[src/rtl/clk_en_scheduler.sv]
// clk_en_scheduler
// Central clock-enable generator for the 100 MHz domain. NUM_CH independent
// programmable dividers each produce a one-cycle tick and a 50% square output
// of period 2N. Divisors are reprogrammed through a valid/ready port and a new
// divisor only takes effect at the target channel's period boundary (or while
// the channel is stopped, or on a sync restart), so no runt period is emitted.
//
// Build option: define CLK_EN_SCHED_CFG_CHECK_EN to reject zero divisors and
// out-of-range channels with a cfg_err pulse alongside cfg_done. Without it,
// cfg_err is tied low, a zero divisor is stored and behaves as one, and an
// out-of-range channel is dropped silently (cfg_done still pulses).
module clk_en_scheduler #(
  parameter int NUM_CH    = 3,
  parameter int CNT_W     = 20,
  parameter int CH_W      = 2,
  parameter int DIV0_INIT = 2,
  parameter int DIV1_INIT = 100000,
  parameter int DIVN_INIT = 1000
) (
  input  logic              clk_100MHz,
  input  logic              reset_n,
  input  logic              sync_rst,
  input  logic [NUM_CH-1:0] ch_en,
  input  logic              cfg_valid,
  output logic              cfg_ready,
  input  logic [CH_W-1:0]   cfg_ch,
  input  logic [CNT_W-1:0]  cfg_div,
  output logic              cfg_done,
  output logic              cfg_err,
  output logic [NUM_CH-1:0] tick,
  output logic [NUM_CH-1:0] sq_out
);

  typedef enum logic [1:0] {
    IDLE = 2'd0,
    PEND = 2'd1,
    DONE = 2'd2
  } cfg_state_t;

  // Channel count widened by one bit so NUM_CH == 2^CH_W still compares correctly
  localparam logic [CH_W:0] NUM_CH_EXT = (CH_W + 1)'(NUM_CH);

  logic [CNT_W-1:0]  cnt     [NUM_CH];
  logic [CNT_W-1:0]  divisor [NUM_CH];
  logic [CNT_W-1:0]  term    [NUM_CH];
  logic [NUM_CH-1:0] at_term;

  cfg_state_t       state;
  cfg_state_t       state_next;
  logic [CH_W-1:0]  lat_ch;
  logic [CNT_W-1:0] lat_div;
  logic             accept;
  logic             reject;
  logic             apply;
  logic             ch_in_range;

`ifdef CLK_EN_SCHED_CFG_CHECK_EN
  logic             err_flag;
`endif

  function automatic logic [CNT_W-1:0] init_div(input int idx);
    if (idx == 0) begin
      return CNT_W'(DIV0_INIT);
    end else if (idx == 1) begin
      return CNT_W'(DIV1_INIT);
    end else begin
      return CNT_W'(DIVN_INIT);
    end
  endfunction

  // Terminal count per channel; a zero divisor is forced to one before the subtract so it never wraps
  always_comb begin
    for (int i = 0; i < NUM_CH; i++) begin
      term[i]    = ((divisor[i] == '0) ? CNT_W'(1) : divisor[i]) - CNT_W'(1);
      at_term[i] = (cnt[i] == term[i]);
    end
  end

  // Decide whether the request on the port must be turned away without waiting
  always_comb begin
    ch_in_range = ({1'b0, cfg_ch} < NUM_CH_EXT);
`ifdef CLK_EN_SCHED_CFG_CHECK_EN
    reject      = !ch_in_range || (cfg_div == '0);
`else
    reject      = !ch_in_range;
`endif
  end

  // A pending divisor lands on the channel's boundary edge, while it is stopped, or on a sync restart
  always_comb begin
    apply = 1'b0;
    if (state == PEND) begin
      for (int i = 0; i < NUM_CH; i++) begin
        if ((lat_ch == CH_W'(i)) && (at_term[i] || !ch_en[i] || sync_rst)) begin
          apply = 1'b1;
        end
      end
    end
  end

  // Config FSM next state and handshake outputs
  always_comb begin
    state_next = state;
    cfg_ready  = 1'b0;
    cfg_done   = 1'b0;
    cfg_err    = 1'b0;
    accept     = 1'b0;
    case (state)
      IDLE: begin
        cfg_ready = 1'b1;
        if (cfg_valid) begin
          accept     = 1'b1;
          state_next = reject ? DONE : PEND;
        end
      end
      PEND: begin
        if (apply) begin
          state_next = DONE;
        end
      end
      DONE: begin
        cfg_done   = 1'b1;
`ifdef CLK_EN_SCHED_CFG_CHECK_EN
        cfg_err    = err_flag;
`endif
        state_next = IDLE;
      end
      default: begin
        state_next = IDLE;
      end
    endcase
  end

  // Config FSM state register; reset discards any request in flight
  always_ff @(posedge clk_100MHz or negedge reset_n) begin
    if (!reset_n) begin
      state <= IDLE;
    end else begin
      state <= state_next;
    end
  end

  // Capture the request at the handshake so the requester can move on while it waits
  always_ff @(posedge clk_100MHz or negedge reset_n) begin
    if (!reset_n) begin
      lat_ch  <= '0;
      lat_div <= '0;
    end else if (accept) begin
      lat_ch  <= cfg_ch;
      lat_div <= cfg_div;
    end
  end

`ifdef CLK_EN_SCHED_CFG_CHECK_EN
  // Remember whether the accepted request was rejected so DONE can flag it
  always_ff @(posedge clk_100MHz or negedge reset_n) begin
    if (!reset_n) begin
      err_flag <= 1'b0;
    end else if (accept) begin
      err_flag <= reject;
    end
  end
`endif

  // Divisor registers; only the latched channel changes, and only on its apply edge
  always_ff @(posedge clk_100MHz or negedge reset_n) begin
    if (!reset_n) begin
      for (int i = 0; i < NUM_CH; i++) begin
        divisor[i] <= init_div(i);
      end
    end else if (apply) begin
      for (int i = 0; i < NUM_CH; i++) begin
        if (lat_ch == CH_W'(i)) begin
          divisor[i] <= lat_div;
        end
      end
    end
  end

  // Per-channel divider: sync restart wins, a stopped channel parks at zero, otherwise count to terminal
  always_ff @(posedge clk_100MHz or negedge reset_n) begin
    if (!reset_n) begin
      for (int i = 0; i < NUM_CH; i++) begin
        cnt[i] <= '0;
      end
      tick   <= '0;
      sq_out <= '0;
    end else begin
      for (int i = 0; i < NUM_CH; i++) begin
        if (sync_rst) begin
          cnt[i]    <= '0;
          tick[i]   <= 1'b0;
          sq_out[i] <= 1'b0;
        end else if (!ch_en[i]) begin
          cnt[i]    <= '0;
          tick[i]   <= 1'b0;
        end else if (at_term[i]) begin
          cnt[i]    <= '0;
          tick[i]   <= 1'b1;
          sq_out[i] <= ~sq_out[i];
        end else begin
          cnt[i]    <= cnt[i] + CNT_W'(1);
          tick[i]   <= 1'b0;
        end
      end
    end
  end

endmodule
[config.mk]
export PLATFORM = sky130hd
export DESIGN_NAME = clk_en_scheduler
export DESIGN_NICKNAME = d
export VERILOG_FILES = /design/src/rtl/clk_en_scheduler.sv
export SDC_FILE = /design/constraint.sdc
export NUM_CORES = 1
export LEC_CHECK = 0
export ABC_AREA = 0
export CAP_MARGIN = 20
export CORE_MARGIN = 5
export CORE_UTILIZATION = 25
export CTS_CLUSTER_SIZE = 28
export DETAILED_ROUTE_END_ITERATION = 8
export GPL_TIMING_DRIVEN = 0
export PLACE_DENSITY = 0.5
export SYNTH_ARGS = -nofsm -noshare
export SYNTH_HDL_FRONTEND = slang
export SYNTH_SLANG_ARGS = --single-unit
[constraint.sdc]
create_clock -name clk_100MHz -period 5.87 [get_ports clk_100MHz]
set_clock_uncertainty 0.2 [all_clocks]
set_input_delay 0.8805 -clock clk_100MHz [delete_from_list [all_inputs] [get_ports clk_100MHz]]
set_output_delay 0.8805 -clock clk_100MHz [all_outputs]
set_load 0.01 [all_outputs]
; Word level (Yosys, flattened, before mapping)
; Cells that the tools add are included.
[totals]
wordCells = 104
regBits = 150
inputBits = 29
output_inout_bits = 9
[classes]
magnitude_cmp = 1
bitwise = 3
n_eq_ne = 9
mux = 42
n_reduce_logical = 30
add_sub_neg = 6
[ops]
columns = operator, count
row1 = two-way mux 20 bit, 12
row2 = adder 20 x 1 -> 20 bit (second input constant), 3
row3 = == test 20 bit, 3
row4 = logical NOT 20 bit, 3
row5 = subtractor 20 x 1 -> 20 bit (second input constant), 3
row6 = two-way mux 1 bit, 26
row7 = AND reduction 2 bit, 7
row8 = nonzero test 2 bit, 6
row9 = logical OR 1 bit, 6
row10 = two-way mux 2 bit, 3
row11 = == test 2 x 1 -> 1 bit (second input constant), 2
row12 = == test 2 bit (second input constant), 2
row13 = logical NOT 2 bit, 2
row14 = != test 2 bit (second input constant), 2
row15 = one-hot mux 2 bit (2 select lines), 1
row16 = logical AND 1 bit, 3
row17 = logical NOT 1 bit, 3
row18 = NOT 1 bit, 3
row19 = less-than comparator 2 bit (second input constant), 1

; Longest topological paths before layout
[logic_depth]
word_depth = 13
mapped_depth = 17
ltp_nobuf = 14

; Worst setup path before layout
; Ideal clock, no wire load.
[synth_path]
path_type = register to register
startpoint = register divisor[53] (netlist bit)
endpoint = register divisor[40] (netlist bit)
synth_period_minus_slack_ps = 4277
path_stages_with_launch = 15
path_buffers = 1
required_time_ps = 5545
t_arrival_ps = 3953
setup_ps = 125
path_slack_ps = 1593
path_cell_list = dfrtp_1 > or4_1 > or3_1 > nor4_2 > a21oi_1 > ha_1 > xnor2_1 > a221o_1 > a2111oi_0 > nand4_1 > nor4b_2 > a21o_1 > nand3_1 > buf_2 > mux2_2
[synth_via]
elab_chain_cells = 12
[synth_rtl]
columns = item, line_no
row1 = "start, declared", 44  ; logic [CNT_W-1:0] divisor [NUM_CH];
row2 = "start signal, assigned by index", 169  ; divisor[i] <= init_div(i);
row3 = "start signal, assigned by index", 174  ; divisor[i] <= lat_div;
row4 = logical NOT 20 bit, 74  ; term[i] = ((divisor[i] == '0) ? CNT_W'(1) : divisor[i]) - CNT_W'(1);
row5 = two-way mux 20 bit (*), 74
row6 = subtractor 20 x 1 -> 20 bit (*), 74
row7 = == test 20 bit (*), 75  ; at_term[i] = (cnt[i] == term[i]);
row8 = logical OR 1 bit (*) (2 in a row), 94  ; if ((lat_ch == CH_W'(i)) && (at_term[i] || !ch_en[i] || sync_rst)) begin
row9 = logical AND 1 bit (*), 94
row10 = two-way mux 1 bit (*) (3 in a row), 94
row11 = two-way mux 1 bit (*), 92  ; if (state == PEND) begin
row12 = AND reduction 2 bit (no source line) (*), -
; Mark *: on every way between the ends. The rest lies on a longest branch, timed or not.
; A chain may end at the register's enable or synchronous reset.

; Final worst setup path
[layout_path]
startpoint = register divisor[53] (netlist bit)
endpoint = register divisor[48] (netlist bit)
; Same word-level chain as after synthesis.

==> summary.txt <==
CTS
  – Post-CTS Setup Inserts: 0
  – Gates resized, CTS repair: 0
  – CTS Buf Count: 17
  – # hold bufs at CTS: 0
  – H-tree levels: 4
  – Clk buf depth: 2
  – Clock-pin slew on the worst setup and hold paths: 0.06 ns
  – Clk sink count: 150
  – CTS tree: yes
  – Root buffer cell: clkbuf_16
  – Insertion delay to the later sink of the worst-skew pair: 0.42 ns

Worst setup path
  – R2r worst-path depth: 14
  – WP depth: 14
  – Crit path DAT: 5.26 ns
  – Critical Path End Type: register
  – Type of origin of the critical path: register
  – Max FO, Critical Path: 10
  – Kind of critical path: reg2reg
  – CP required: 5.96 ns
  – Max stage delay cell, worst path: or4_1
  – Buffers & Inverters on Critical Path: 1
  – CP cell instances: or4_1, or3_1, nor4_2, a21oi_1, ha_1, xnor2_1, a221o_1, a2111oi_0, nand4_1, nor4b_2, a21o_1, nand3_1, buf_2, mux2_2
  – Crit path max-delay family: simple AND/OR/NAND/NOR gates
  – Crit path largest cell delay: 0.59 ns

Synthesis
  – Synth Area in Adders: 0.863%
  – #FFs+latches synth: 150
  – Syn_area_per_cell: 10.2 µm²
  – Distinct cells, synth: 72
  – Xor/xnor share of the synthesized area: 12.0%
  – Post-synthesis cell count: 851
  – Ys async rst share: 100%
  – Combinational family with the most area after synthesis: simple AND/OR/NAND/NOR gates
  – Syn_nets: 886
  – Mux cell area share after synthesis: 12.8%
  – Yosys warns: 0
  – Seq/Total Area, Yosys: 43.4%
  – Compound-Gate Fraction of Synth Area: 7.02%
  – Syn Std Cell Area: 8700 µm²
  – Simple-gate share of the synthesized area: 21.5%
  – Top FF cell, synth: dfrtp_1
  – EDFF count, synth: 0

Detailed routing
  – Vias per inst: 4.63
  – ANT nets after route: 0
  – Detailed Route Iter0 Violations: 378
  – Via count: 6371
  – Post-DR wirelength/cell: 15.5 µm
  – First-pass iteration count of the detailed router: 5
  – Routed Wire Length: 21.3 mm
  – DRC errors left: 0

GRT
  – Vias in the first global route: 6361
  – Wire length of the first global-routing pass: 35.2 mm
  – Total congestion overflow: 0
  – Met1 Use GR: 15.8%
  – Met3 Use GR: 2.22%
  – Most Crowded Layer GR: met2
  – Antenna violations before repair: 0
  – GRT Total Usage: 11.3%
  – GR Util met2: 18.6%
  – Largest net degree at the start of global routing: 110

Timing
  – Hold slack: 0.151 ns
  – Unrepaired setup endpoints after global routing: no
  – Max-Slew Margin vs Limit: 44.5%
  – Final setup margin: 0.710 ns
  – Maximum clock rate: 194 MHz
  – Hold Fails Final Rpt: 0
  – Setup Viol. Count Final: 0
  – Setup TNS: 0 ns
  – Slew @ Worst Pin: 0.825 ns
  – Fin crit period: 5.16 ns
  – Slew Limit Fails: 0
  – Final Cycle Share: 87.9%

Cells and area
  – Synth-to-Final Area Change: 17.9%
  – Diodes inserted: 0
  – Layout Nets: 942
  – Share of cells above drive strength 1: 16.8%
  – Final Core Density: 29.7%

Status
  – Status: completed

Placement
  – GP Congestion: 0.834
  – Post-DP HPWL: 16.0 mm
  – Worst slack at placement: 0.749 ns
  – Count of buffers from port buffering: 36

Floorplanning
  – Ports: 38
  – Core area: 34500 µm²
  – Initial Util: 25.2%
  – Rows: 68
  – Die W: 197 µm
  – Die area: 38600 µm²
  – Die Y: 197 µm

Worst hold path
  – Worst min path class: in2async

Pwr
  – P_leak: 4.06 nW
  – Total power: 4.45 mW
  – Max IR drop VDD: 0.232 mV
  – Pwr Density: 434 nW/µm²

Flow run
  – Max_cap viols: 0
==> metrics by stage <==
stage	cell area, µm²	instances
detailed placement	9660	1343
global route	10200	1375
floorplan	8700	851
finish	10200	1375
CTS	10200	1375
global placement	9630	1342
==> worst paths after layout <==
check | startpoint | endpoint | slack, ns
setup / recovery | divisor[53]$_DFFE_PN0P_ | divisor[48]$_DFFE_PN0P_ | 0.71
min in group clk_100MHz | sq_out[1]$_DFFE_PN0P_ | sq_out[1]$_DFFE_PN0P_ | 0.35
hold reg to reg | sq_out[1]$_DFFE_PN0P_ | sq_out[1]$_DFFE_PN0P_ | 0.35
max in group asynchronous | reset_n | divisor[15]$_DFFE_PN0P_ | 4.46
setup reg to reg | divisor[53]$_DFFE_PN0P_ | divisor[48]$_DFFE_PN0P_ | 0.71
hold / removal | reset_n | cnt[6]$_DFF_PN0_ | 0.15
==> state kept, by name, indices dropped and copies added (netlist names) <==
signal	cells
cnt	60
divisor	60
lat_ch	2
lat_div	20
sq_out	3
state	2
tick	3
==> kinds of logic (layout without fill, tap and decap cells) <==
family | count (synthesis) | after routing
simple gates | 347 | 347
flops | 150 | 150
xor+xnor | 119 | 119
mux | 93 | 93
compound gates | 86 | 86
buf+inv | 49 | 118
fa+ha+maj | 6 | 6
other cells | 1 | 1
==> layout make-up <==
class / count / area, µm²
fill: 3568 / 24200
multi-input combinational: 652 / 4710
sequential: 150 / 3770
tap: 455 / 569
clock buffer: 19 / 443
timing repair buffer: 37 / 393
buffer: 34 / 161
clock inverter: 13 / 148
inverter: 15 / 56.3
==> cell usage in the layout, fill, tap and decap left out, types with 13 or more instances in the layout <==
master	count
a21oi_1	18
and3_1	18
clkbuf_1	24
clkbuf_16	17
clkdlybuf4s50_1	35
dfrtp_1	137
dfstp_2	13
inv_1	15
mux2_2	62
mux2_4	19
nand2_1	45
nand3_1	37
nand4_1	14
nor2_1	111
nor3_1	19
nor4_1	17
o21ai_0	15
xnor2_1	61
xor2_1	58
==> cells in the mapped netlist (4+ instances only) <==
master | n | area, µm²
dfrtp_1 | 137 | 3430
nor2_1 | 111 | 417
mux2_2 | 62 | 698
xnor2_1 | 61 | 534
xor2_1 | 58 | 508
nand2_1 | 45 | 169
nand3_1 | 37 | 185
clkbuf_1 | 23 | 86.3
mux2_4 | 19 | 285
nor3_1 | 19 | 95.1
a21oi_1 | 18 | 90.1
and3_1 | 18 | 113
nor4_1 | 17 | 106
inv_1 | 15 | 56.3
o21ai_0 | 15 | 75.1
nand4_1 | 14 | 87.6
dfstp_2 | 13 | 342
nor2b_1 | 11 | 68.8
or4_1 | 11 | 82.6
or3_1 | 9 | 56.3
nand2b_1 | 8 | 50.1
a211oi_1 | 7 | 52.6
and2_1 | 7 | 43.8
nor3b_1 | 7 | 52.6
buf_2 | 6 | 30.0
ha_1 | 6 | 75.1
mux2_1 | 6 | 67.6
mux2i_1 | 6 | 60.1
nand3b_1 | 6 | 45.0
o2111ai_1 | 5 | 43.8
a2111oi_0 | 4 | 35.0
o31a_1 | 4 | 35.0
or2_2 | 4 | 25.0
or3b_2 | 4 | 35.0
==> where the power goes <==
group          total, mW  internal, mW  switching [mW]
Sequential          1.80          1.36           0.449
Clock               1.11         0.645           0.462
Combinational       1.54         0.798           0.744
Total               4.45          2.80            1.65
==> metal layers <==
layer / share of wire (%) / up-vias
li1: - / 3139
met1: 50 / 3138
met2: 47 / 84
met3: 2.6 / 10
met4: 0.67 / 0
met5: 0 / -
Note: power is estimated with default switching activity, not from simulation.
